===== config.mk =====
export PLATFORM = sky130hd
export DESIGN_NAME = mem_access
export DESIGN_NICKNAME = d
export VERILOG_FILES = /design/src/rtl/mem_access.sv
export SDC_FILE = /design/constraint.sdc
export NUM_CORES = 1
export LEC_CHECK = 0
export CAP_MARGIN = 20
export CORE_ASPECT_RATIO = 1.1
export CORE_UTILIZATION = 38
export CTS_BUF_LIST = sky130_fd_sc_hd__clkbuf_16
export DETAILED_ROUTE_END_ITERATION = 10
export GPL_TIMING_DRIVEN = 0
export PLACE_DENSITY = 0.79
export SYNTH_ARGS = -nofsm -noshare
export SYNTH_HDL_FRONTEND = slang
export SYNTH_SLANG_ARGS = --single-unit

===== constraint.sdc =====
create_clock -name CLK -period 1.79 [get_ports CLK]
set_input_delay 0.358 -clock CLK [delete_from_list [all_inputs] [get_ports CLK]]
set_output_delay 0.358 -clock CLK [all_outputs]
set_load 0.005 [all_outputs]

===== src/rtl/mem_access.sv =====
// RV32I memory-access stage: runs loads/stores as single-beat AXI4 transfers
// and forwards non-memory results straight to writeback.
module mem_access #(
   parameter int C_M_AXI_THREAD_ID_WIDTH = 1,
   parameter int C_M_AXI_ADDR_WIDTH      = 32,
   parameter int C_M_AXI_DATA_WIDTH      = 32
) (
   input  logic                               CLK,
   input  logic                               RST,
   input  logic                               I_VALID,
   input  logic [6:0]                         I_OPCODE,
   input  logic [2:0]                         I_FUNCT3,
   input  logic [31:0]                        I_ADDR,
   input  logic [31:0]                        I_WDATA,
   input  logic [4:0]                         I_REG_D,
   output logic                               MEM_WAIT,
   output logic                               O_VALID,
   output logic                               O_WB_EN,
   output logic [4:0]                         O_REG_D,
   output logic [31:0]                        O_DATA,
   output logic                               O_EXC,
   output logic [C_M_AXI_THREAD_ID_WIDTH-1:0] M_AXI_AWID,
   output logic [C_M_AXI_ADDR_WIDTH-1:0]      M_AXI_AWADDR,
   output logic [7:0]                         M_AXI_AWLEN,
   output logic [2:0]                         M_AXI_AWSIZE,
   output logic [1:0]                         M_AXI_AWBURST,
   output logic                               M_AXI_AWLOCK,
   output logic [3:0]                         M_AXI_AWCACHE,
   output logic [2:0]                         M_AXI_AWPROT,
   output logic [3:0]                         M_AXI_AWQOS,
   output logic                               M_AXI_AWUSER,
   output logic                               M_AXI_AWVALID,
   input  logic                               M_AXI_AWREADY,
   output logic [C_M_AXI_DATA_WIDTH-1:0]      M_AXI_WDATA,
   output logic [C_M_AXI_DATA_WIDTH/8-1:0]    M_AXI_WSTRB,
   output logic                               M_AXI_WLAST,
   output logic                               M_AXI_WUSER,
   output logic                               M_AXI_WVALID,
   input  logic                               M_AXI_WREADY,
   input  logic [C_M_AXI_THREAD_ID_WIDTH-1:0] M_AXI_BID,
   input  logic [1:0]                         M_AXI_BRESP,
   input  logic                               M_AXI_BUSER,
   input  logic                               M_AXI_BVALID,
   output logic                               M_AXI_BREADY,
   output logic [C_M_AXI_THREAD_ID_WIDTH-1:0] M_AXI_ARID,
   output logic [C_M_AXI_ADDR_WIDTH-1:0]      M_AXI_ARADDR,
   output logic [7:0]                         M_AXI_ARLEN,
   output logic [2:0]                         M_AXI_ARSIZE,
   output logic [1:0]                         M_AXI_ARBURST,
   output logic                               M_AXI_ARLOCK,
   output logic [3:0]                         M_AXI_ARCACHE,
   output logic [2:0]                         M_AXI_ARPROT,
   output logic [3:0]                         M_AXI_ARQOS,
   output logic                               M_AXI_ARUSER,
   output logic                               M_AXI_ARVALID,
   input  logic                               M_AXI_ARREADY,
   input  logic [C_M_AXI_THREAD_ID_WIDTH-1:0] M_AXI_RID,
   input  logic [C_M_AXI_DATA_WIDTH-1:0]      M_AXI_RDATA,
   input  logic [1:0]                         M_AXI_RRESP,
   input  logic                               M_AXI_RLAST,
   input  logic                               M_AXI_RUSER,
   input  logic                               M_AXI_RVALID,
   output logic                               M_AXI_RREADY
);

   // state   | meaning
   // S_IDLE  | ready for a new op; passthrough and misaligned ops finish here
   // S_RD_A  | ARVALID held until ARREADY
   // S_RD_D  | RREADY high, waiting for the read beat
   // S_WR_AW | AWVALID/WVALID each held until their own READY
   // S_WR_B  | BREADY high, waiting for the write response
   typedef enum logic [2:0] {S_IDLE, S_RD_A, S_RD_D, S_WR_AW, S_WR_B} state_t;

   state_t      r_state, w_state_nxt;
   logic [31:0] r_addr, r_wdata;
   logic [3:0]  r_wstrb;
   logic [2:0]  r_funct3;
   logic [4:0]  r_reg_d;
   logic        r_aw_done, r_w_done;
   logic        r_o_valid, r_o_wb_en, r_o_exc;
   logic [4:0]  r_o_reg_d;
   logic [31:0] r_o_data;

   logic        w_is_ld, w_is_st, w_is_ldst, w_misal, w_accept;
   logic        w_arvalid, w_rready, w_awvalid, w_wvalid, w_bready, w_mem_wait;
   logic [31:0] w_wdata_rep, w_rshift, w_ld_data;
   logic [3:0]  w_wstrb;
   logic        w_unused;

   assign w_is_ld   = (I_OPCODE == 7'b0000011);
   assign w_is_st   = (I_OPCODE == 7'b0100011);
   assign w_is_ldst = w_is_ld | w_is_st;
   assign w_misal   = ((I_FUNCT3[1:0] == 2'b01) & I_ADDR[0]) |
                      (I_FUNCT3[1] & (I_ADDR[1:0] != 2'b00));
   assign w_accept  = (r_state == S_IDLE) & I_VALID;

   always_ff @(posedge CLK or negedge RST) begin
      if (!RST) r_state <= S_IDLE;
      else      r_state <= w_state_nxt;
   end

   always_comb begin
      w_state_nxt = r_state;
      case (r_state)
         S_IDLE:  if (w_accept && !w_misal) begin
                     if (w_is_ld)      w_state_nxt = S_RD_A;
                     else if (w_is_st) w_state_nxt = S_WR_AW;
                  end
         S_RD_A:  if (M_AXI_ARREADY) w_state_nxt = S_RD_D;
         S_RD_D:  if (M_AXI_RVALID)  w_state_nxt = S_IDLE;
         S_WR_AW: if ((r_aw_done | M_AXI_AWREADY) && (r_w_done | M_AXI_WREADY))
                     w_state_nxt = S_WR_B;
         S_WR_B:  if (M_AXI_BVALID)  w_state_nxt = S_IDLE;
         default: w_state_nxt = S_IDLE;
      endcase
   end

   always_comb begin
      w_arvalid  = (r_state == S_RD_A);
      w_rready   = (r_state == S_RD_D);
      w_awvalid  = (r_state == S_WR_AW) & ~r_aw_done;
      w_wvalid   = (r_state == S_WR_AW) & ~r_w_done;
      w_bready   = (r_state == S_WR_B);
      w_mem_wait = (r_state != S_IDLE) | (I_VALID & w_is_ldst);
   end

   always_comb begin
      w_wdata_rep = I_WDATA;
      w_wstrb     = 4'hF;
      case (I_FUNCT3[1:0])
         2'b00: begin
            w_wdata_rep = {4{I_WDATA[7:0]}};
            w_wstrb     = 4'b0001 << I_ADDR[1:0];
         end
         2'b01: begin
            w_wdata_rep = {2{I_WDATA[15:0]}};
            w_wstrb     = 4'b0011 << I_ADDR[1:0];
         end
         default: ;
      endcase
   end

   assign w_rshift = M_AXI_RDATA >> {r_addr[1:0], 3'b000};

   always_comb begin
      w_ld_data = M_AXI_RDATA;
      case (r_funct3)
         3'b000: w_ld_data = {{24{w_rshift[7]}}, w_rshift[7:0]};
         3'b001: w_ld_data = {{16{w_rshift[15]}}, w_rshift[15:0]};
         3'b100: w_ld_data = {24'h0, w_rshift[7:0]};
         3'b101: w_ld_data = {16'h0, w_rshift[15:0]};
         default: ;
      endcase
   end

   // Lane replication and strobes are resolved at accept so the W channel is a plain register.
   always_ff @(posedge CLK or negedge RST) begin
      if (!RST) begin
         r_addr    <= '0;
         r_wdata   <= '0;
         r_wstrb   <= '0;
         r_funct3  <= '0;
         r_reg_d   <= '0;
         r_aw_done <= 1'b0;
         r_w_done  <= 1'b0;
      end else if (w_accept) begin
         r_addr    <= I_ADDR;
         r_wdata   <= w_wdata_rep;
         r_wstrb   <= w_wstrb;
         r_funct3  <= I_FUNCT3;
         r_reg_d   <= I_REG_D;
         r_aw_done <= 1'b0;
         r_w_done  <= 1'b0;
      end else begin
         if (w_awvalid && M_AXI_AWREADY) r_aw_done <= 1'b1;
         if (w_wvalid && M_AXI_WREADY)   r_w_done  <= 1'b1;
      end
   end

   always_ff @(posedge CLK or negedge RST) begin
      if (!RST) begin
         r_o_valid <= 1'b0;
         r_o_wb_en <= 1'b0;
         r_o_exc   <= 1'b0;
         r_o_reg_d <= '0;
         r_o_data  <= '0;
      end else begin
         r_o_valid <= 1'b0;
         r_o_wb_en <= 1'b0;
         r_o_exc   <= 1'b0;
         if (w_accept && !w_is_ldst) begin
            r_o_valid <= 1'b1;
            r_o_wb_en <= (I_REG_D != 5'd0);
            r_o_reg_d <= I_REG_D;
            r_o_data  <= I_ADDR;
         end else if (w_accept && w_misal) begin
            r_o_valid <= 1'b1;
            r_o_exc   <= 1'b1;
            r_o_reg_d <= I_REG_D;
         end else if (w_rready && M_AXI_RVALID) begin
            r_o_valid <= 1'b1;
            r_o_exc   <= (M_AXI_RRESP != 2'b00);
            r_o_wb_en <= (M_AXI_RRESP == 2'b00) && (r_reg_d != 5'd0);
            r_o_reg_d <= r_reg_d;
            r_o_data  <= w_ld_data;
         end else if (w_bready && M_AXI_BVALID) begin
            r_o_valid <= 1'b1;
            r_o_exc   <= (M_AXI_BRESP != 2'b00);
            r_o_reg_d <= r_reg_d;
         end
      end
   end

   assign MEM_WAIT      = w_mem_wait;
   assign O_VALID       = r_o_valid;
   assign O_WB_EN       = r_o_wb_en;
   assign O_REG_D       = r_o_reg_d;
   assign O_DATA        = r_o_data;
   assign O_EXC         = r_o_exc;

   assign M_AXI_AWID    = '0;
   assign M_AXI_AWADDR  = C_M_AXI_ADDR_WIDTH'({r_addr[31:2], 2'b00});
   assign M_AXI_AWLEN   = 8'd0;
   assign M_AXI_AWSIZE  = 3'b010;
   assign M_AXI_AWBURST = 2'b01;
   assign M_AXI_AWLOCK  = 1'b0;
   assign M_AXI_AWCACHE = 4'b0011;
   assign M_AXI_AWPROT  = 3'b000;
   assign M_AXI_AWQOS   = 4'b0000;
   assign M_AXI_AWUSER  = 1'b0;
   assign M_AXI_AWVALID = w_awvalid;
   assign M_AXI_WDATA   = C_M_AXI_DATA_WIDTH'(r_wdata);
   assign M_AXI_WSTRB   = (C_M_AXI_DATA_WIDTH/8)'(r_wstrb);
   assign M_AXI_WLAST   = 1'b1;
   assign M_AXI_WUSER   = 1'b0;
   assign M_AXI_WVALID  = w_wvalid;
   assign M_AXI_BREADY  = w_bready;
   assign M_AXI_ARID    = '0;
   assign M_AXI_ARADDR  = C_M_AXI_ADDR_WIDTH'({r_addr[31:2], 2'b00});
   assign M_AXI_ARLEN   = 8'd0;
   assign M_AXI_ARSIZE  = 3'b010;
   assign M_AXI_ARBURST = 2'b01;
   assign M_AXI_ARLOCK  = 1'b0;
   assign M_AXI_ARCACHE = 4'b0011;
   assign M_AXI_ARPROT  = 3'b000;
   assign M_AXI_ARQOS   = 4'b0000;
   assign M_AXI_ARUSER  = 1'b0;
   assign M_AXI_ARVALID = w_arvalid;
   assign M_AXI_RREADY  = w_rready;

   assign w_unused = ^{M_AXI_BID, M_AXI_BUSER, M_AXI_RID, M_AXI_RLAST, M_AXI_RUSER};

endmodule

==> metrics.csv <==
metric,value,unit
status,"finished, violations left",
violations,setup timing,
maxCapViolCount,0,
cts.sinks,121,
routabilityCongestion,0.8962,
grt_max_degree,89,
max_freq,523.4,MHz
htree_levels,4,
critPathArrivalTime,1550,ps
fin_crit_sh,1.067,
clock_latency,420,ps
drt_first_pass_iters,5,
dp.cells,1331,
synth_warnings,0,
ys_seq_elements,121,
die_w,131.6,um
yosysSeqAreaShare,0.4312,
synth_ff_type,dfrtp_1,
wl,26.19,mm
clockBufferDepth,2,
power,0.02031,W
cp-end-kind,primary output,
maxSlewViolCount,0,
critPathLaunchType,flip-flop,
viasPerCell,4.975,
synth_common_cells,"nand2_1 (154), buf_4 (122), dfrtp_1 (121), o21ai_0 (53), mux2i_1 (34)",
worst_ir_drop_vdd,0.9736,mV
grt_pass1_wl,38.14,mm
min_path_type,input port to flip-flop,
clk_pin_slew,60,ps
crit_fanout,4,
num_io_pins,330,
synthCells,772,
diodes,0,
layout_setup_ws,-120.5,ps
leakage,5.824,nW
initial_utilization,0.3930,
dieHeight,144.6,um
finalSetupViolCount,56,
yosys-top-cells-area,"dfrtp_1 (43%), buf_4 (13%), nand2_1 (8.2%), mux2i_1 (4.8%), o21ai_0 (3.8%)",
synth_top_area_cell,dfrtp_1,
synth.most_common_cell,nand2_1,
layout_min_cycle_time,1911,ps
numPortBuffers,262,
post-place-ws,-873.6,ps
wl_per_cell,18.45,um
synthArstFlopShare,1.000,
powerDensity,1692,nW/um^2
instances_no_fill,1420,
antenna_found_initial,0,
required,1430,ps
cts_made_buffers,17,
slew_headroom,0.5523,
finClkSkew,7.718,ps
cts_tree,done,
root_buffer,clkbuf_16,
hold_viol,0,
netlist.area_leader.share,0.4312,
coreArea,17870,sq um
tightest_slew,671.5,ps
grt.total_usage,0.2658,
crit_type,flip-flop to primary output,
die_area,19030,sq um
num_rows,51,
yosysUniqueCellTypes,55,
grt-ovfl-total,0,
fin_util,0.6718,
final_nets,1297,
avgSynthCellArea,9.096,sq um
antenna_left,0,
grt_pass1_vias,6753,
rsz0062_at_grt,yes,
syn-cell-area,7022,sq um
fillers,1381,
drtIter0Drc,512,
area_delta_synth_final,70.95,%
synth-edff-count,0,
drc,0,
dpl.hpwl,18.49,mm
vias,7065,
drive_gt1_frac,0.2936,
## area by class of cell
| cell class | instances | area, sq um | area share |
|---|---|---|---|
| multi-input combinational | 517 | 3406 | 0.2837 |
| timing repair buffer | 321 | 3252 | 0.2709 |
| sequential | 121 | 3029 | 0.2523 |
| buffer | 170 | 1363 | 0.1135 |
| clock buffer | 17 | 425.4 | 0.03544 |
| tap | 238 | 297.8 | 0.02481 |
| clock inverter | 15 | 152.6 | 0.01272 |
| inverter | 21 | 78.83 | 0.006567 |
## metrics by stage
stage               setup TNS (ps)  hold slack, ps  instance area [sq um]
floorplan                        0           62.41                   7239
global placement           -624430           455.6                  10160
detailed placement          -82690           266.5                  10190
CTS                          -1584           377.2                  11370
global route                 -6801           405.8                  12000
finish                       -2027           370.3                  12000
## path summary, 6_finish.rpt
path,from,end,slack [ps],cells after the start
max,r_state[0],MEM_WAIT,-120,5
min,I_ADDR[0],r_addr[0],370,3
max reg2reg,r_state[2],O_DATA[20],-110,7
min reg2reg,M_AXI_WSTRB[0],M_AXI_WSTRB[0],460,2
max in group asynchronous,RST,M_AXI_WDATA[27],600,3
min in group asynchronous,RST,r_addr[5],410,2
## cell usage in the layout (no fill, tap or decap), types with 6 or more instances in the layout
cell type and count:
buf_2 6, clkbuf_16 21, dlymetal6s2s_1 24, a21oi_1 22, and3_1 11, buf_6 29
o22ai_2 8, nor2_1 28, o211ai_1 7, a221o_1 8, clkdlybuf4s50_1 226, conb_1 60
dfrtp_1 120, a21oi_4 7, a211oi_2 7, o21ai_0 42, mux2i_1 33, clkbuf_1 9
a2bb2oi_1 7, o21ai_2 12, clkbuf_2 8, o2bb2ai_1 8, a311oi_2 8, o21ai_1 13
clkinvlp_4 6, buf_4 163, o221a_2 7, nand2_1 152, inv_1 20
## timing repair
action | in CTS | in global routing
endpoints found under the setup margin | 122 | 140
pin swaps | 21 | 38
gates resized for setup | 139 | 119
endpoints found under the hold margin | 33 | 0
gates cloned | 1 | 5
buffers inserted | 34 | 20
hold buffers | 1 | 0
## worst max-delay path, stage by stage (launching register included)
cell	delay, ps
dfrtp_2	430
buf_6	130
nor3_4	190
o31a_1	220
inv_1	50
clkbuf_2	110
## report_power, final
group / switching (W) / leakage [nW] / total [W] / internal [W]
combinational: 0.00497 / 4.07 / 0.0119 / 0.00696
clock: 0.00133 / 0.263 / 0.00338 / 0.00204
sequential: 0.000919 / 1.49 / 0.00500 / 0.00408
## flip-flops by register name, indices dropped and copies added (netlist names)
register     flops
r_state          3
O_REG_D          5
O_VALID          1
r_funct3         3
M_AXI_WDATA     32
M_AXI_WSTRB      4
r_reg_d          5
O_WB_EN          1
r_aw_done        1
O_EXC            1
r_addr          32
r_w_done         1
O_DATA          32
## routing by layer
metal / vias to the layer above / global-route usage / share of wire
met5: - / 0 / 0
met4: 0 / 0.1126 / 0.030
met3: 51 / 0.07045 / 0.075
met2: 355 / 0.4623 / 0.51
met1: 3353 / 0.3108 / 0.39
li1: 3306 / - / -
## cell families (layout without fill, tap and decap cells)
logic type	Yosys count	count (layout)	share of synthesized area
simple gates	231	231	0.1481
compound gates	188	189	0.1924
other cells	2	60	0.001070
buf+inv	193	544	0.1723
mux	37	37	0.05488
flops	121	121	0.4312
Power figures use the tool's default switching activity.
